### config.mk
export PLATFORM = sky130hd
export DESIGN_NAME = joypad_responder
export DESIGN_NICKNAME = d
export VERILOG_FILES = /design/src/rtl/joypad_pkg.sv /design/src/rtl/joypad_responder_debounce.sv /design/src/rtl/joypad_responder.sv
export SDC_FILE = /design/constraint.sdc
export NUM_CORES = 1
export LEC_CHECK = 0
export CAP_MARGIN = 25
export CORE_MARGIN = 1
export CORE_UTILIZATION = 60
export DETAILED_ROUTE_END_ITERATION = 10
export MAX_ROUTING_LAYER = met4
export PLACE_DENSITY = 0.78
export SLEW_MARGIN = 20
export SYNTH_ARGS = -nofsm -noshare
export SYNTH_HDL_FRONTEND = slang
export SYNTH_SLANG_ARGS = --single-unit
### constraint.sdc
create_clock -name I_clock -period 7.4 [get_ports I_clock]
set_clock_uncertainty 0.05 [all_clocks]
set_input_delay 1.48 -clock I_clock [delete_from_list [all_inputs] [get_ports I_clock]]
set_output_delay 1.48 -clock I_clock [all_outputs]
set_load 0.01 [all_outputs]
### src/rtl/joypad_pkg.sv
// Shared types and constants for the joypad responder.
// Build option: JOYPAD_TURBO_EN adds the I_turbo port and turbo counter.
package joypad_pkg;

    localparam int JOY_WIDTH = 8;

    localparam int BTN_A      = 0;
    localparam int BTN_B      = 1;
    localparam int BTN_SELECT = 2;
    localparam int BTN_START  = 3;
    localparam int BTN_UP     = 4;
    localparam int BTN_DOWN   = 5;
    localparam int BTN_LEFT   = 6;
    localparam int BTN_RIGHT  = 7;

    localparam logic [3:0] COUNT_MAX = 4'd8;

    typedef enum logic [1:0] {
        IDLE  = 2'd0,
        LOAD  = 2'd1,
        SHIFT = 2'd2,
        DRAIN = 2'd3
    } joy_state_t;

endpackage

### src/rtl/joypad_responder_debounce.sv
// Per-button synchronizer chain followed by a consecutive-cycle debounce filter.
// A new level is accepted after 2^P_debounce_bits disagreeing cycles in a row.
module debounce #(
    parameter int P_sync_stages   = 2,
    parameter int P_debounce_bits = 10
) (
    input  logic I_clock,
    input  logic I_reset,
    input  logic I_raw,
    output logic O_stable
);

    logic [P_sync_stages-1:0]   r_sync;
    logic [P_debounce_bits-1:0] r_count;
    logic                       r_stable;
    logic                       w_synced;

    assign w_synced = r_sync[P_sync_stages-1];
    assign O_stable = r_stable;

    always_ff @(posedge I_clock or posedge I_reset) begin
        if (I_reset) begin
            r_sync <= '0;
        end else begin
            r_sync[0] <= I_raw;
            for (int i = 1; i < P_sync_stages; i++) begin
                r_sync[i] <= r_sync[i-1];
            end
        end
    end

    // Counter full on the last disagreeing cycle means 2^N cycles have elapsed
    always_ff @(posedge I_clock or posedge I_reset) begin
        if (I_reset) begin
            r_count  <= '0;
            r_stable <= 1'b0;
        end else if (w_synced == r_stable) begin
            r_count <= '0;
        end else if (&r_count) begin
            r_count  <= '0;
            r_stable <= w_synced;
        end else begin
            r_count <= r_count + 1'b1;
        end
    end

endmodule

### src/rtl/joypad_responder.sv
// Console-facing joypad shift register: latch on strobe, serialise on shift clock.
// Build option: JOYPAD_TURBO_EN gates buttons A/B with a free-running turbo phase.
module joypad_responder
    import joypad_pkg::*;
#(
    parameter int P_sync_stages   = 2,
    parameter int P_debounce_bits = 10,
    parameter int P_turbo_bits    = 20
) (
    input  logic                 I_clock,
    input  logic                 I_reset,
    input  logic [JOY_WIDTH-1:0] I_buttons,
    input  logic                 I_strobe,
    input  logic                 I_shift_clock,
`ifdef JOYPAD_TURBO_EN
    input  logic [1:0]           I_turbo,
`endif
    output logic                 O_data,
    output logic                 O_done
);

    logic [JOY_WIDTH-1:0]     w_stable;
    logic [JOY_WIDTH-1:0]     w_load;
    logic [JOY_WIDTH-1:0]     w_shifted;
    logic [3:0]               w_count_inc;
    logic                     w_strobe;
    logic                     w_shclk;
    logic                     w_fall;

    logic [P_sync_stages-1:0] r_strobe_sync;
    logic [P_sync_stages-1:0] r_shclk_sync;
    logic                     r_shclk_q;

    joy_state_t               r_state;
    logic [JOY_WIDTH-1:0]     r_shift;
    logic [3:0]               r_count;
    logic                     r_data;
    logic                     r_done;

    for (genvar g = 0; g < JOY_WIDTH; g++) begin : g_btn
        debounce #(
            .P_sync_stages   (P_sync_stages),
            .P_debounce_bits (P_debounce_bits)
        ) u_debounce (
            .I_clock  (I_clock),
            .I_reset  (I_reset),
            .I_raw    (I_buttons[g]),
            .O_stable (w_stable[g])
        );
    end

    always_ff @(posedge I_clock or posedge I_reset) begin
        if (I_reset) begin
            r_strobe_sync <= '0;
            r_shclk_sync  <= '0;
            r_shclk_q     <= 1'b0;
        end else begin
            r_strobe_sync[0] <= I_strobe;
            r_shclk_sync[0]  <= I_shift_clock;
            for (int i = 1; i < P_sync_stages; i++) begin
                r_strobe_sync[i] <= r_strobe_sync[i-1];
                r_shclk_sync[i]  <= r_shclk_sync[i-1];
            end
            r_shclk_q <= w_shclk;
        end
    end

    assign w_strobe = r_strobe_sync[P_sync_stages-1];
    assign w_shclk  = r_shclk_sync[P_sync_stages-1];
    assign w_fall   = r_shclk_q & ~w_shclk;

`ifdef JOYPAD_TURBO_EN
    logic [P_turbo_bits-1:0] r_turbo;

    always_ff @(posedge I_clock or posedge I_reset) begin
        if (I_reset) begin
            r_turbo <= '0;
        end else begin
            r_turbo <= r_turbo + 1'b1;
        end
    end

    always_comb begin
        w_load = w_stable;
        if (I_turbo[0]) begin
            w_load[BTN_A] = w_stable[BTN_A] & r_turbo[P_turbo_bits-1];
        end
        if (I_turbo[1]) begin
            w_load[BTN_B] = w_stable[BTN_B] & r_turbo[P_turbo_bits-1];
        end
    end
`else
    assign w_load = w_stable;
`endif

    // Ones shift in from the top so an over-read returns "pressed"
    assign w_shifted   = {1'b1, r_shift[JOY_WIDTH-1:1]};
    assign w_count_inc = r_count + 4'd1;

    always_ff @(posedge I_clock or posedge I_reset) begin
        if (I_reset) begin
            r_state <= IDLE;
            r_shift <= '0;
            r_count <= '0;
            r_data  <= 1'b0;
            r_done  <= 1'b0;
        end else if (w_strobe) begin
            r_state <= LOAD;
            r_shift <= w_load;
            r_count <= '0;
            r_data  <= w_load[0];
            r_done  <= 1'b0;
        end else begin
            unique case (r_state)
                IDLE: begin
                    r_data <= 1'b0;
                    r_done <= 1'b0;
                end
                LOAD: begin
                    r_state <= SHIFT;
                    r_data  <= r_shift[0];
                    r_done  <= 1'b0;
                end
                SHIFT: begin
                    if (w_fall) begin
                        r_shift <= w_shifted;
                        r_count <= w_count_inc;
                        if (w_count_inc == COUNT_MAX) begin
                            r_state <= DRAIN;
                            r_data  <= 1'b1;
                            r_done  <= 1'b1;
                        end else begin
                            r_data <= w_shifted[0];
                        end
                    end
                end
                DRAIN: begin
                    r_data <= 1'b1;
                    r_done <= 1'b1;
                end
            endcase
        end
    end

    assign O_data = r_data;
    assign O_done = r_done;

endmodule
[Word-level counts from Yosys, hierarchy flattened]
Cells that the tools add are included.
Word-level totals
  register bits after elaboration: 125
  input bits: 12
  output and inout port bits: 2
  logic and storage cells: 123
Operators by class
  add/subtract/negate cells: 9
  equal/unequal tests: 14
  muxes and demuxes: 34
  bitwise gates (word level): 10
  reduce and logical (&&, ||, !) cells: 24
Operators with widths (number)
  10-bit 2-to-1 mux: 16
  11-bit AND reduction: 8
  10-bit by 1-bit adder with 10-bit output (second input constant): 8
  10-bit AND reduction: 8
  8-bit 2-to-1 mux: 3
  4-bit 2-to-1 mux: 3
  1-bit NOT: 9
  1-bit equality test: 8
  1-bit 2-to-1 mux: 6
  2-bit 2-to-1 mux: 3
  3-bit != test (second input constant): 2
  4-bit by 1-bit adder with 4-bit output (second input constant): 1
  2-bit equality test (second input constant): 2
  4-bit equality test (second input constant): 1
  1-bit one-hot mux with 4 select lines: 1
  2-bit one-hot mux with 2 select lines: 1
  2-bit AND reduction: 2
  2-bit nonzero test: 2
  1-bit one-hot mux with 3 select lines: 1
  3-bit AND reduction: 1
  3-bit nonzero test: 1
  2-bit by 1-bit equality test with 1-bit output (second input constant): 1
  2-bit zero test: 1
  2-bit OR reduction: 1
  1-bit bitwise AND: 1

[Logic depth before layout (Yosys ltp)]
  depth in word-level cells: 6
  depth in mapped cells: 5
  gate-level depth less buffers: 5

[Cells and area by module]
A second synthesis with hierarchy kept.
Unflattened totals
  cell total of the unflattened synthesis: 518
  area total of the unflattened synthesis: 5645.4 um^2
By module, submodules not included
  debounce: times used 8, cells an instance 54, area an instance 589.3 um^2, seq. area each 325.3 um^2
  joypad_responder: times used 1, cells an instance 86, area an instance 930.9 um^2, seq. area each 525.5 um^2

[Least setup slack after synthesis]
Ideal clock, no wire load.
  path type: reg-to-output
  start point: register r_data, in the netlist O_data
  end point: output O_data
  arrival time: 0.385 ns
  required time: 5.870 ns
  slack: 5.485 ns
  stages on the path, launching flop included: 1
  buffers on the path: 0
  path through: dfrtp_1
RTL lines
  from (decl): line joypad_responder.sv:37  | logic r_data;
  from (signal assigned): line joypad_responder.sv:111  | r_data <= w_load[0];
  from (signal assigned): line joypad_responder.sv:121  | r_data <= r_shift[0];
  from (signal assigned): line joypad_responder.sv:133  | r_data <= w_shifted[0];
  to (decl): line joypad_responder.sv:18  | output logic O_data,
No word-level cell between the ends.

[Worst setup path after layout]
  start point: register r_data, in the netlist O_data
  end point: output O_data
No word-level cell between the ends.

==> metrics.md <==
| Metric | Value |
|---|---|
| Highest clock rate | 343 MHz |
| Die Area | 9380 um^2 |
| Gate Count Post-Synth | 489 |
| Cell internal pwr | 1.29 mW |
| WP data arrival | 1.39 ns |
| Initial Utilization | 61.9% |
| Critical Path RT | 5.87 ns |
| Setup violators final | 0 |
| # diodes | 0 |
| Worst-Skew Late Latency | 0.51 ns |
| Switching portion of total power | 20.7% |
| Area after DPL | 5650 um^2 |
| Max VDD drop | 0.212 mV |
| DRC viols | 0 |
| I/O Buffers | 13 |
| Largest net degree at the start of global routing | 71 |
| Vias | 3,562 |
| Worst R2R Start | r_state[0]$_DFFE_PP0P_ |
| Synth area leaders | dfrtp_1 (58%), xor2_1 (7.0%), nor2_1 (6.2%), xnor2_1 (3.4%), nand2_1 (2.7%) |
| Area occupied by multi-input gates | 2200 um^2 |
| Total CTS buffers | 17 |
| CP Class | flip-flop to primary output |
| Sequential cell area | 3130 um^2 |
| Final Cycle Share | 39.4% |
| Setup_tns | 0 ns |
| Design area | 6250 um^2 |
| Clock sink count | 125 |
| Pre-antenna DRT Iters | 5 |
| Worst path buffer plus inverter count | 1 |
| Top-count cell post-synth | dfrtp_1 |
| Most frequent cells after synthesis | dfrtp_1 (125), nor2_1 (89), xor2_1 (43) |
| Maxcap violations | 0 |
| Post-synth EDFFs | 0 |
| Leak | 2.81 nW |
| Total gr overflow | 0 |
| Final Hold Vio Count | 0 |
| Predominant post-synthesis flop cell | dfrtp_1 |
| Worst reg2reg setup slack | 5.68 ns |
| Flop pwr share | 44.3% |
| First-pass GRT wire length | 16,400 um |
| Outcome | finished, final reports clean |
| CTS tree | yes |
| Chip width | 96.8 um |
| Area growth syn-to-layout | 15.7% |
| Post-synth ARST share | 100% |
| Routed WL | 9370 um |
| Mapped Area | 5400 um^2 |
| Crit Path Max Fanout | 2 |
| Crit path capture type | primary output |
| Cells along the critical path | clkdlybuf4s50_1 |
| Synth warn | 0 |
| CTS Hold Bufs | 0 |
| Post-cts sizing count | 0 |
| Core ar. | 8720 um^2 |
| DIE HEIGHT | 96.8 um |
| Io pins | 14 |
| Tightest Pin Transition | 0.817 ns |
| Synth Area per Inst | 11.0 um^2 |
| GP Congestion | 0.796 |
| Startpoint types | flip-flop |
| Hold_sp | r_strobe_sync[0]$_DFF_PP0_ |
| Comb pwr share | 3.9% |
| Hold Crit Depth | 0 |
| All-layer global routing usage | 22.8% |
| Synth unique cells | 43 |
| Via density | 5.59 |
| Post-DP HPWL | 5930 um |
| DR WL/cell | 14.7 um |
| Share of cells above drive strength 1 | 9.26% |
| P_sw | 0.337 mW |
| Unrepaired setup endpoints after global routing | no |
| Share of the synthesized area in the top cell type | 58.0% |
| Layout filler cell count | 602 |
| Initial antenna violation count | 0 |
| DRT iter0 DRCs | 206 |
| Power density over the cells | 261 nW/um^2 |
| CTS max path bufs | 2 |
| Max-slew headroom | 45.5% |
| CTS H-tree depth | 4 |
| Length in cells of the worst reg-to-reg path | 3 |
| # nets final | 537 |
| Number of post-CTS setup repair buffers | 0 |
| Reg2reg end | r_shift[0]$_DFFE_PP0P_ |
| Crit-path max cell delay | 0.53 ns |
| Min-Delay Endpoint | r_strobe_sync[1]$_DFF_PP0_ |
| Clock network power share | 51.8% |
| Mapped Nets | 510 |
| Slew Viols, Final | 0 |
| Hold Path Class | flip-flop to flip-flop |
| DRT antenna net count | 0 |
| Row cnt | 34 |
| Sequential share of the synthesized area | 58.0% |
| Pre-CTS WS | 4.03 ns |
| Vias in the first global route | 3,629 |
| Cell taking the most area after synthesis | dfrtp_1 |
| Clock transition at path regs | 0.06 ns |
| Clock root cell | clkbuf_8 |
| Setup ws final | 4.48 ns |
| Flop and latch count out of synthesis | 125 |
| Delay-heaviest family, CP | buffers and inverters |
| Max stage delay cell, worst path | clkdlybuf4s50_1 |
| Fin crit period | 2.92 ns |
==> through the flow <==
| stage | power [mW] | util, % | cells | hold slack, ns |
|---|---|---|---|---|
| after floorplan | 0.774 | - | 489 | 0.281 |
| after CTS | 1.64 | 71.6 | 637 | 0.304 |
| after global placement | 0.793 | 64.7 | 605 | 0.288 |
| final | 1.63 | 71.6 | 637 | 0.302 |
| after detailed placement | 0.797 | 64.7 | 605 | 0.290 |
| after global routing | 1.69 | 71.6 | 637 | 0.309 |
==> layout by cell type (no fill, tap or decap), types with 4 or more instances in the layout <==
cell	instances
o21bai_1	4
a31oi_1	7
and4_4	4
nand2_1	39
clkdlybuf4s50_1	13
o21ai_0	14
ha_1	9
mux2i_1	7
nor2_1	89
clkbuf_16	16
xnor2_1	21
xor2_1	43
nand3_1	22
clkbuf_1	6
nor3_1	4
mux2_2	8
dfrtp_1	125
inv_1	11
bufinv_16	4
nand4_1	14
and4_1	7
and3_1	7
or3_1	5
a21oi_1	10
a41o_1	5
and2_1	4
==> worst register-to-register path: stages (launching register included) <==
cell      delay, ns
dfrtp_1        0.45
and4bb_2       0.57
mux2_2         0.38
o21a_1         0.16
==> per-layer routing <==
layer,vias to the layer above,track usage (%),routed length [um]
li1,1738,-,-
met4,0,8.84,142
met3,13,7.08,277
met2,48,35.3,4640
met5,-,-,0
met1,1763,28.4,4310
==> layout make-up <==
| cell class | instances | area share [%] |
|---|---|---|
| clock inverters | 7 | 2.16 |
| flip-flops and latches | 125 | 50.1 |
| clock buffers | 25 | 7.43 |
| inverters | 12 | 0.761 |
| multi-input cells | 346 | 35.2 |
| repair buffers | 14 | 2.20 |
| well taps | 108 | 2.16 |
==> cell families after synthesis <==
logic type / after synthesis / share of synthesized area [%]
compound gates: 50 / 6.05
xor+xnor: 64 / 10.4
fa+ha+maj: 9 / 2.09
buf+inv: 18 / 1.32
flops: 125 / 58.0
mux: 16 / 3.25
simple gates: 207 / 19.0
==> registers in the layout, summed over array words and instances, names as in the netlist <==
register and count:
g_btn.u_debounce.r_count 80, g_btn.u_debounce.r_sync 16, g_btn.u_debounce.O_stable 8, r_shift 8
r_count 4, r_shclk_sync 2, r_state 2, r_strobe_sync 2
O_data 1, O_done 1, r_shclk_q 1
==> power groups by stage <==
| stage | clock network, mW | registers, mW | logic, mW |
|---|---|---|---|
| 3_3_place_gp | 0 | 0.731 | 0.0617 |
| 4_1_cts | 0.856 | 0.721 | 0.0652 |
| 6_report | 0.843 | 0.721 | 0.0637 |
| 2_1_floorplan | 0 | 0.728 | 0.0460 |
| 3_5_place_dp | 0 | 0.732 | 0.0643 |
| 5_1_grt | 0.888 | 0.724 | 0.0742 |
==> how the worst max path moves through the flow <==
| stage | from | end | slack (ns) | cells after the start |
|---|---|---|---|---|
| 2_1_floorplan | I_reset | O_data$_DFFE_PP0P_ | 2.54 | 1 |
| 3_3_place_gp | I_reset | g_btn[3].u_debounce.r_sync[1]$_DFF_PP0_ | 4.06 | 3 |
| 3_5_place_dp | I_reset | g_btn[0].u_debounce.r_count[7]$_DFF_PP0_ | 4.03 | 3 |
| 4_1_cts | O_data$_DFFE_PP0P_ | O_data | 4.45 | 1 |
| 5_1_grt | I_reset | r_count[1]$_DFFE_PP0P_ | 4.35 | 3 |
| 6_report | O_data$_DFFE_PP0P_ | O_data | 4.48 | 1 |
(Power assumes the default switching activity.)
